--- config.mk ---
export PLATFORM = sky130hd
export DESIGN_NAME = imem_loader
export DESIGN_NICKNAME = d
export VERILOG_FILES = /design/src/rtl/loader_pkg.sv /design/src/rtl/loader_word_asm.sv /design/src/rtl/imem_loader.sv
export SDC_FILE = /design/constraint.sdc
export NUM_CORES = 1
export LEC_CHECK = 0
export CAP_MARGIN = 25
export CORE_ASPECT_RATIO = 2
export CORE_UTILIZATION = 50
export DETAILED_ROUTE_END_ITERATION = 12
export GPL_TIMING_DRIVEN = 0
export HOLD_SLACK_MARGIN = 0.12
export PLACE_DENSITY = 0.75
export SLEW_MARGIN = 40
export SYNTH_ARGS = -nofsm -noshare
export SYNTH_HDL_FRONTEND = slang
export SYNTH_SLANG_ARGS = --single-unit
--- constraint.sdc ---
create_clock -name clk -period 2.8 [get_ports clk]
set_input_delay 0.28 -clock clk [delete_from_list [all_inputs] [get_ports clk]]
set_output_delay 0.28 -clock clk [all_outputs]
set_load 0.03 [all_outputs]
--- src/rtl/loader_pkg.sv ---
// Shared definitions for the instruction-memory loader: FSM encoding, the
// registered control struct that carries the FSM state, and the frame length width.
package loader_pkg;

    localparam int LEN_W = 16;

    typedef enum logic [2:0] {
        HUNT   = 3'd0,
        LEN_HI = 3'd1,
        LEN_LO = 3'd2,
        DATA   = 3'd3,
        CKS    = 3'd4,
        FIN    = 3'd5,
        ERR    = 3'd6
    } loader_state_e;

    // Everything the FSM owns lives in one struct so the state is easy to probe.
    typedef struct packed {
        loader_state_e      state;
        logic [LEN_W-1:0]   len;
        logic [7:0]         cks;
    } loader_ctl_t;

    localparam loader_ctl_t CTL_RESET = '{state: HUNT, len: '0, cks: '0};

    // FIN and ERR are the only states that refuse bytes.
    function automatic logic is_ready_state(input loader_state_e s);
        return (s != FIN) && (s != ERR);
    endfunction

endpackage

--- src/rtl/loader_word_asm.sv ---
// Byte-to-word assembler: shifts bytes in MSB first and pulses word_valid
// the cycle after the last byte of each word has been taken.
module loader_word_asm #(
    parameter int WORD_SIZE = 32
) (
    input  logic                 clk,
    input  logic                 rst_n,
    input  logic                 clear,
    input  logic                 byte_valid,
    input  logic [7:0]           byte_data,
    output logic                 last_byte,
    output logic                 word_valid,
    output logic [WORD_SIZE-1:0] word
);

    localparam int BYTES = WORD_SIZE / 8;
    localparam int CW    = (BYTES > 1) ? $clog2(BYTES) : 1;

    logic [CW-1:0] cnt;

    assign last_byte = (cnt == CW'(BYTES - 1));

    always_ff @(posedge clk) begin
        if (!rst_n) begin
            cnt        <= '0;
            word       <= '0;
            word_valid <= 1'b0;
        end else begin
            word_valid <= 1'b0;
            if (clear) begin
                cnt <= '0;
            end else if (byte_valid) begin
                // Shift form works for every byte multiple, including WORD_SIZE == 8.
                word       <= (word << 8) | WORD_SIZE'(byte_data);
                cnt        <= last_byte ? '0 : cnt + CW'(1);
                word_valid <= last_byte;
            end
        end
    end

endmodule

--- src/rtl/imem_loader.sv ---
// Framed byte-stream loader for the instruction RAM; holds the core in reset while loading.
// Define LOADER_CHECKSUM_EN to require and check a trailing XOR checksum byte.
module imem_loader
    import loader_pkg::*;
#(
    parameter int          ADDR_SIZE     = 10,
    parameter int          WORD_SIZE     = 32,
    parameter logic [7:0]  SYNC_BYTE     = 8'hA5,
    parameter bit          HOLD_ON_RESET = 1'b0
) (
    input  logic                 clk,
    input  logic                 rst_n,
    input  logic                 in_valid,
    input  logic [7:0]           in_data,
    output logic                 in_ready,
    output logic                 mem_we,
    output logic [ADDR_SIZE-1:0] mem_addr,
    output logic [WORD_SIZE-1:0] mem_data,
    output logic                 core_rst,
    output logic                 done,
    output logic                 error
);

    localparam int unsigned DEPTH = 32'd1 << ADDR_SIZE;

`ifdef LOADER_CHECKSUM_EN
    localparam loader_state_e AFTER_PAYLOAD = CKS;
`else
    localparam loader_state_e AFTER_PAYLOAD = FIN;
`endif

    // Handshake: a byte moves on any clk edge where in_valid && in_ready.
    // in_ready depends only on the FSM state (and rst_n), never on in_valid.
    loader_ctl_t           ctl;
    loader_ctl_t           ctl_n;
    logic                  accept;
    logic                  frame_start;
    logic                  payload_take;
    logic                  last_byte;
    logic                  last_word;
    logic [LEN_W-1:0]      len_rx;
    logic [ADDR_SIZE-1:0]  word_cnt;

    assign in_ready  = rst_n && is_ready_state(ctl.state);
    assign accept    = in_valid && in_ready;
    assign done      = (ctl.state == FIN);
    assign len_rx    = {ctl.len[LEN_W-1:8], in_data};
    assign last_word = ((32'(word_cnt) + 32'd1) == 32'(ctl.len));

    always_ff @(posedge clk) begin
        if (!rst_n) begin
            ctl <= CTL_RESET;
        end else begin
            ctl <= ctl_n;
        end
    end

    always_comb begin
        ctl_n        = ctl;
        frame_start  = 1'b0;
        payload_take = 1'b0;
        case (ctl.state)
            HUNT: begin
                if (accept && (in_data == SYNC_BYTE)) begin
                    ctl_n.state = LEN_HI;
                    ctl_n.cks   = '0;
                    frame_start = 1'b1;
                end
            end
            LEN_HI: begin
                if (accept) begin
                    ctl_n.len   = {in_data, {(LEN_W-8){1'b0}}};
                    ctl_n.state = LEN_LO;
                end
            end
            LEN_LO: begin
                if (accept) begin
                    ctl_n.len = len_rx;
                    // Bounding LEN here is what keeps the write address from wrapping.
                    if (32'(len_rx) > DEPTH) begin
                        ctl_n.state = ERR;
                    end else if (len_rx == '0) begin
                        ctl_n.state = AFTER_PAYLOAD;
                    end else begin
                        ctl_n.state = DATA;
                    end
                end
            end
            DATA: begin
                if (accept) begin
                    payload_take = 1'b1;
                    ctl_n.cks    = ctl.cks ^ in_data;
                    if (last_byte && last_word) begin
                        ctl_n.state = AFTER_PAYLOAD;
                    end
                end
            end
            CKS: begin
                if (accept) begin
                    ctl_n.state = (in_data == ctl.cks) ? FIN : ERR;
                end
            end
            FIN:     ctl_n.state = HUNT;
            ERR:     ctl_n.state = HUNT;
            default: ctl_n.state = HUNT;
        endcase
    end

    always_ff @(posedge clk) begin
        if (!rst_n) begin
            word_cnt <= '0;
            mem_addr <= '0;
            core_rst <= HOLD_ON_RESET;
            error    <= 1'b0;
        end else begin
            if (frame_start) begin
                word_cnt <= '0;
                error    <= 1'b0;
                core_rst <= 1'b1;
            end
            // Address is captured with the completing byte so it lines up with mem_we.
            if (payload_take && last_byte) begin
                mem_addr <= word_cnt;
                word_cnt <= word_cnt + ADDR_SIZE'(1);
            end
            if (ctl_n.state == ERR) begin
                error <= 1'b1;
            end
            if (ctl.state == FIN) begin
                core_rst <= 1'b0;
            end
        end
    end

    loader_word_asm #(
        .WORD_SIZE (WORD_SIZE)
    ) u_word_asm (
        .clk        (clk),
        .rst_n      (rst_n),
        .clear      (frame_start),
        .byte_valid (payload_take),
        .byte_data  (in_data),
        .last_byte  (last_byte),
        .word_valid (mem_we),
        .word       (mem_data)
    );

endmodule

Word level (Yosys, flattened, before mapping)
Cells that the tools add are included.
- bits in registers: 84
- output and inout bits: 47
- bitwise gates (word level): 6
- add/sub/neg operators: 3
- reduce and logical (&&, ||, !) cells: 19
- magnitude comparators: 1
- mux-type cells: 23
- equal/unequal tests: 16
- operators with widths (kind ; number):
    19-bit two-way mux ; 2
    32-bit by 8-bit OR with 32-bit output ; 1
    16-bit one-hot mux with 2 select lines ; 1
    10-bit two-way mux ; 2
    3-bit two-way mux ; 6
    11-bit by 16-bit equality test with 1-bit output ; 1
    16-bit by 11-bit greater-than comparator with 1-bit output, second input constant ; 1
    16-bit logical NOT ; 1
    8-bit two-way mux ; 2
    8-bit one-hot mux with 2 select lines ; 1
    3-bit one-hot mux with 5 select lines ; 1
    10-bit by 1-bit adder with 11-bit output, second input constant ; 1
    10-bit by 1-bit adder with 10-bit output, second input constant ; 1
    3-bit equality test, second input constant ; 3
    3-bit AND reduction ; 3
    8-bit equality test ; 1
    8-bit equality test, second input constant ; 1
    2-bit inequality test, second input constant ; 4
    2-bit nonzero test ; 4
    8-bit bitwise XOR ; 1
    3-bit by 2-bit equality test with 1-bit output, second input constant ; 2
    1-bit logical AND ; 6
    1-bit two-way mux ; 6
    3-bit inequality test, second input constant ; 2
    9 further kinds ; 14

Depth between registers and ports, before layout
- depth after elaboration: 9
- depth in mapped cells: 10
- mapped depth without buffers: 8

By module
A second synthesis with hierarchy kept.
- cell total of the unflattened synthesis: 499
- area, all modules: 4031.4 um2
- modules (own cells, without submodules) (module ; area an instance (um2) ; sequential area each (um2) ; times used ; cells an instance):
    imem_loader ; 2646.3 ; 980.9 ; 1 ; 348
    loader_word_asm ; 1385.1 ; 700.7 ; 1 ; 151

Worst setup path after synthesis
No wires, ideal clock.
- path type: register to register
- start point: register ctl[25] in the netlist's numbering
- end point: register error
- clock period less this slack: 2063 ps
- path buffers: 2
- slack: 737 ps
- required time: 2739 ps
- stages on the path, launching flop included: 10
- arrival time: 2002 ps
- cells stage by stage: dfxtp_1 > buf_6 > xor2_1 > a211o_1 > buf_2 > or2_1 > or3_1 > nor4_2 > o21ba_2 > a32o_1
- word-level cells in the longest chain between the ends: 9
- elaborated cells between the ends (all ways): 23
- RTL lines (what ; RTL line ; text):
    from (decl) ; imem_loader.sv:34 ; loader_ctl_t ctl;
    from (signal assigned) ; imem_loader.sv:54 ; ctl <= ctl_n;
    3-bit inequality test ; loader_pkg.sv:28 ; return (s != FIN) && (s != ERR);
    1-bit logical AND ; loader_pkg.sv:28 ;
    1-bit logical AND ; imem_loader.sv:44 ; assign in_ready = rst_n && is_ready_state(ctl.state);
    1-bit logical AND ; imem_loader.sv:45 ; assign accept = in_valid && in_ready;
    1-bit logical AND ; imem_loader.sv:64 ; if (accept && (in_data == SYNC_BYTE)) begin
    3-bit two-way mux ; imem_loader.sv:64 ;
    3-bit one-hot mux with 5 select lines ; imem_loader.sv:62 ; case (ctl.state)
    3-bit equality test ; imem_loader.sv:126 ; if (ctl_n.state == ERR) begin
    1-bit two-way mux or 2-bit nonzero test (tied branches) ; - ;
    to (signal assigned) ; imem_loader.sv:114 ; error <= 1'b0;
    to (signal assigned) ; imem_loader.sv:118 ; error <= 1'b0;
    to (signal assigned) ; imem_loader.sv:127 ; error <= 1'b1;
    to (decl) ; imem_loader.sv:21 ; output logic error
Parallel ways exist; a longest one is shown, timed or not. The select of a mux whose other input is x is not followed.
A chain may end at the register's enable or synchronous reset.

Final worst setup path
- start point: register word_cnt[1]
- end point: register ctl[25] in the netlist's numbering
- word-level cells in the longest chain between the ends: 6
- RTL lines (what ; RTL line ; text):
    from (decl) ; imem_loader.sv:42 ; logic [ADDR_SIZE-1:0] word_cnt;
    from (signal assigned) ; imem_loader.sv:124 ; word_cnt <= word_cnt + ADDR_SIZE'(1);
    10-bit by 1-bit adder with 11-bit output ; imem_loader.sv:48 ; assign last_word = ((32'(word_cnt) + 32'd1) == 32'(ctl.len));
    11-bit by 16-bit equality test with 1-bit output ; imem_loader.sv:48 ;
    1-bit logical AND ; imem_loader.sv:93 ; if (last_byte && last_word) begin
    3-bit two-way mux ; imem_loader.sv:93 ;
    3-bit two-way mux ; imem_loader.sv:90 ; if (accept) begin
    3-bit one-hot mux with 5 select lines ; imem_loader.sv:62 ;
Every way passes these cells.

==> flow_summary.yaml <==
finish:
  layout-area-overhead-vs-synth_pct: 26.7
  drive_gt1_frac: 0.0627
  final-instance-count-excl-fill: 666
  num_antenna_cells: 0
  final_nets: 582
floorplanning:
  dieHeight_um: 126
  design.core.area_um2: 7320
  boundaryPins: 58
  std_cell_rows: 44
  die_width_um: 63.9
  initial_core_util: 0.523
  die-area_um2: 8030
clock_tree:
  cts_tree: "done"
  clk_pin_slew_worst_paths_ns: 0.06
  cts.sink_count: 84
  cts-buffers-inserted: 9
  cts_root_buf: "sky130_fd_sc_hd__clkbuf_16"
  cts-hold-fix-buffers: 0
  clk-insertion-delay-late_ns: 0.34
  cts_max_path_buffers: 2
  ctsHtreeMaxLevel: 3
synth:
  ys.flop_type: "sky130_fd_sc_hd__dfxtp_1"
  most_instantiated_library_cell_after_synthesis: "sky130_fd_sc_hd__nand2_1"
  async_flop_share: 0
  synth_cells: 501
  ys_seq_elements: 84
  synthesis.nets: 514
  synth_sequential_area_ratio: 0.440
  synthDominantAreaCellType: "sky130_fd_sc_hd__dfxtp_1"
  netlist_top_cells_area: "sky130_fd_sc_hd__dfxtp_1 (44%), sky130_fd_sc_hd__nand2_1 (12%), sky130_fd_sc_hd__a21oi_1 (12%)"
  synth_enable_flop_cells: 0
  yosys_warnings: 0
  yosysTopAreaCellShare: 0.440
  synth_common_cells: "sky130_fd_sc_hd__nand2_1 (127), sky130_fd_sc_hd__a21oi_1 (89), sky130_fd_sc_hd__dfxtp_1 (84)"
  synthesis.area_per_instance_um2: 7.64
  post_synth_instance_area_um2: 3830
  netlist-cell-type-count: 46
global_route:
  pin_count_of_the_biggest_net_entering_global_routing: 16
  groute.usage.overall: 0.313
  globalRouteOverflowTotal: 0
  antenna_found_initial: 0
  number_of_global_route_vias_before_repair: 3764
  grt_first_pass_wirelength_um: 19000
power_and_ir_drop:
  power.density_nw_per_um2: 536
  p_total_w: 0.00260
  static-leakage-power_nw: 1.60
  vdd_ir_drop_max_mv: 0.447
place:
  dpl.cell_count: 647
  io_buffer_count: 54
  gp_routability_congestion: 0.968
  half_perimeter_wire_length_of_the_detailed_placement_result_um: 8820
critical_path:
  worst-path-max-fanout: 7
  critPathArrivalTime_ns: 2.93
  setup.worst_path.class: "flip-flop to flip-flop"
  setup.worst_path.end: "ctl[25]"
  reg2reg_from: "word_cnt[1]"
  critical_path_required_ns: 3.01
  worstRegToRegCells: 8
  worst_setup_path_startpoint: "word_cnt[1]"
  end_kind: "flip-flop"
  r2r_end: "ctl[25]"
  regToRegSetupSlack_ns: 0.08
  cp-start-kind: "flip-flop"
timing:
  clock.fmax_ghz: 0.367
  fin_worst_hold_slack_ns: 0.268
  setup-tns-final_ns: 0
  worst-slew-pin-transition_ns: 0.649
  post-route-period-util: 0.972
  grt_setup_unrepaired: "no"
  finalClockSkew_ns: 0.00547
  setup_viol: 0
  hold_viol_final: 0
  final_max_slew_viol_count: 0
  max_slew_margin: 0.566
  period_minus_slack_ns: 2.72
routing:
  dr_total_vias: 3791
  antenna_violating_nets_post_route: 0
  postRouteWirelength_um: 11800
  avgRoutedWirePerCell_um: 17.6
  detail_route.iter0.violations: 244
  drt_drc_violations_left: 0
  drtPass1Iterations: 4
  via_per_instance_ratio: 5.69
run:
  max_cap_viol_count: 0
min_path:
  holdPathStages: 3
  hp-class: "input port to flip-flop"
status:
  run_status: "completed"
[cell families (layout without fill, tap and decap cells)]
kind of cell    Yosys count  in the layout  share of synthesized area
compound gates          128            128                      0.194
xor+xnor                 20             20                     0.0458
fa+ha+maj                 2              2                    0.00654
buf+inv                  43            116                     0.0461
flops                    84             84                      0.440
simple gates            224            224                      0.268
[repair_timing]
item	in CTS	in global routing
setup endpoints to repair	0	13
buffers inserted	0	3
resized for setup	0	4
[flip-flops by register name (all words and copies together) (netlist names)]
name                   flops
u_word_asm.word           32
ctl                       27
mem_addr                  10
word_cnt                  10
u_word_asm.cnt             2
core_rst                   1
error                      1
u_word_asm.word_valid      1
[layout make-up]
type,count,area (um2)
Clock inverter,7,98.8
Sequential cell,84,1680
Inverter,6,22.5
Timing Repair Buffer,57,563
Clock buffer,9,225
Multi-Input combinational cell,374,1990
Tap cell,92,115
Fill cell,664,2470
Buffer,37,154
[layout by cell type, fill, tap and decap left out, types with 2 or more instances in the layout]
| cell | count |
|---|---|
| sky130_fd_sc_hd__or3_1 | 5 |
| sky130_fd_sc_hd__buf_1 | 4 |
| sky130_fd_sc_hd__nand3b_1 | 5 |
| sky130_fd_sc_hd__o21ai_0 | 16 |
| sky130_fd_sc_hd__clkbuf_16 | 9 |
| sky130_fd_sc_hd__inv_1 | 6 |
| sky130_fd_sc_hd__nand2_1 | 127 |
| sky130_fd_sc_hd__nor4_1 | 6 |
| sky130_fd_sc_hd__nand4_1 | 4 |
| sky130_fd_sc_hd__bufinv_16 | 2 |
| sky130_fd_sc_hd__nor3_1 | 9 |
| sky130_fd_sc_hd__and4_1 | 3 |
| sky130_fd_sc_hd__clkdlybuf4s50_1 | 54 |
| sky130_fd_sc_hd__a21oi_1 | 89 |
| sky130_fd_sc_hd__clkinv_4 | 2 |
| sky130_fd_sc_hd__nor3b_1 | 3 |
| sky130_fd_sc_hd__nand3_1 | 13 |
| sky130_fd_sc_hd__buf_2 | 6 |
| sky130_fd_sc_hd__dfxtp_1 | 84 |
| sky130_fd_sc_hd__a32o_1 | 2 |
| sky130_fd_sc_hd__xor2_1 | 11 |
| sky130_fd_sc_hd__nor2_1 | 26 |
| sky130_fd_sc_hd__a311oi_1 | 7 |
| sky130_fd_sc_hd__clkbuf_1 | 26 |
| sky130_fd_sc_hd__xnor2_1 | 9 |
| sky130_fd_sc_hd__buf_4 | 3 |
| sky130_fd_sc_hd__or4_1 | 2 |
| sky130_fd_sc_hd__a211o_1 | 2 |
| sky130_fd_sc_hd__nand2b_1 | 9 |
| sky130_fd_sc_hd__and3_1 | 2 |
[critical path, cell delays in order, from the launching register on]
cell and delay (ns):
sky130_fd_sc_hd__dfxtp_1 0.48, sky130_fd_sc_hd__ha_2 0.37, sky130_fd_sc_hd__nand3_1 0.22, sky130_fd_sc_hd__or3_1 0.46
sky130_fd_sc_hd__a32oi_1 0.19, sky130_fd_sc_hd__nand4_1 0.25, sky130_fd_sc_hd__nor4_1 0.40, sky130_fd_sc_hd__o21a_1 0.19
sky130_fd_sc_hd__nor2_1 0.04
[how the worst min path moves through the flow]
stage,startpoint,endpoint
after floorplan,rst_n,ctl[7]
after global placement,mem_addr[5],mem_addr[5]
after detailed placement,u_word_asm.word[31],u_word_asm.word[31]
after CTS,in_data[5],u_word_asm.word[5]
after global routing,in_data[5],u_word_asm.word[5]
final,in_data[5],u_word_asm.word[5]
[stage by stage]
stage / utilization / setup slack (ns) / cell area [um2]
6_report: 0.662 / 0.0788 / 4850
2_1_floorplan: - / 0.737 / 3830
5_1_grt: 0.662 / 0.00509 / 4850
3_5_place_dp: 0.612 / -0.215 / 4480
3_3_place_gp: 0.612 / -0.153 / 4480
4_1_cts: 0.656 / 0.121 / 4810
[per-layer routing]
| metal | wire, um | vias up | GRT usage |
|---|---|---|---|
| li1 | - | 1856 | - |
| met1 | 3980 | 1758 | 0.290 |
| met2 | 6720 | 136 | 0.607 |
| met3 | 437 | 41 | 0.0507 |
| met4 | 608 | 0 | 0.187 |
| met5 | 0 | - | 0 |
[report_power, final]
group          switching, W  total (W)  internal (W)
clock              0.000505    0.00129      0.000786
sequential       0.00000374    0.00120       0.00120
combinational     0.0000687   0.000103     0.0000341
total              0.000577    0.00260       0.00202
Power figures use the tool's default switching activity.
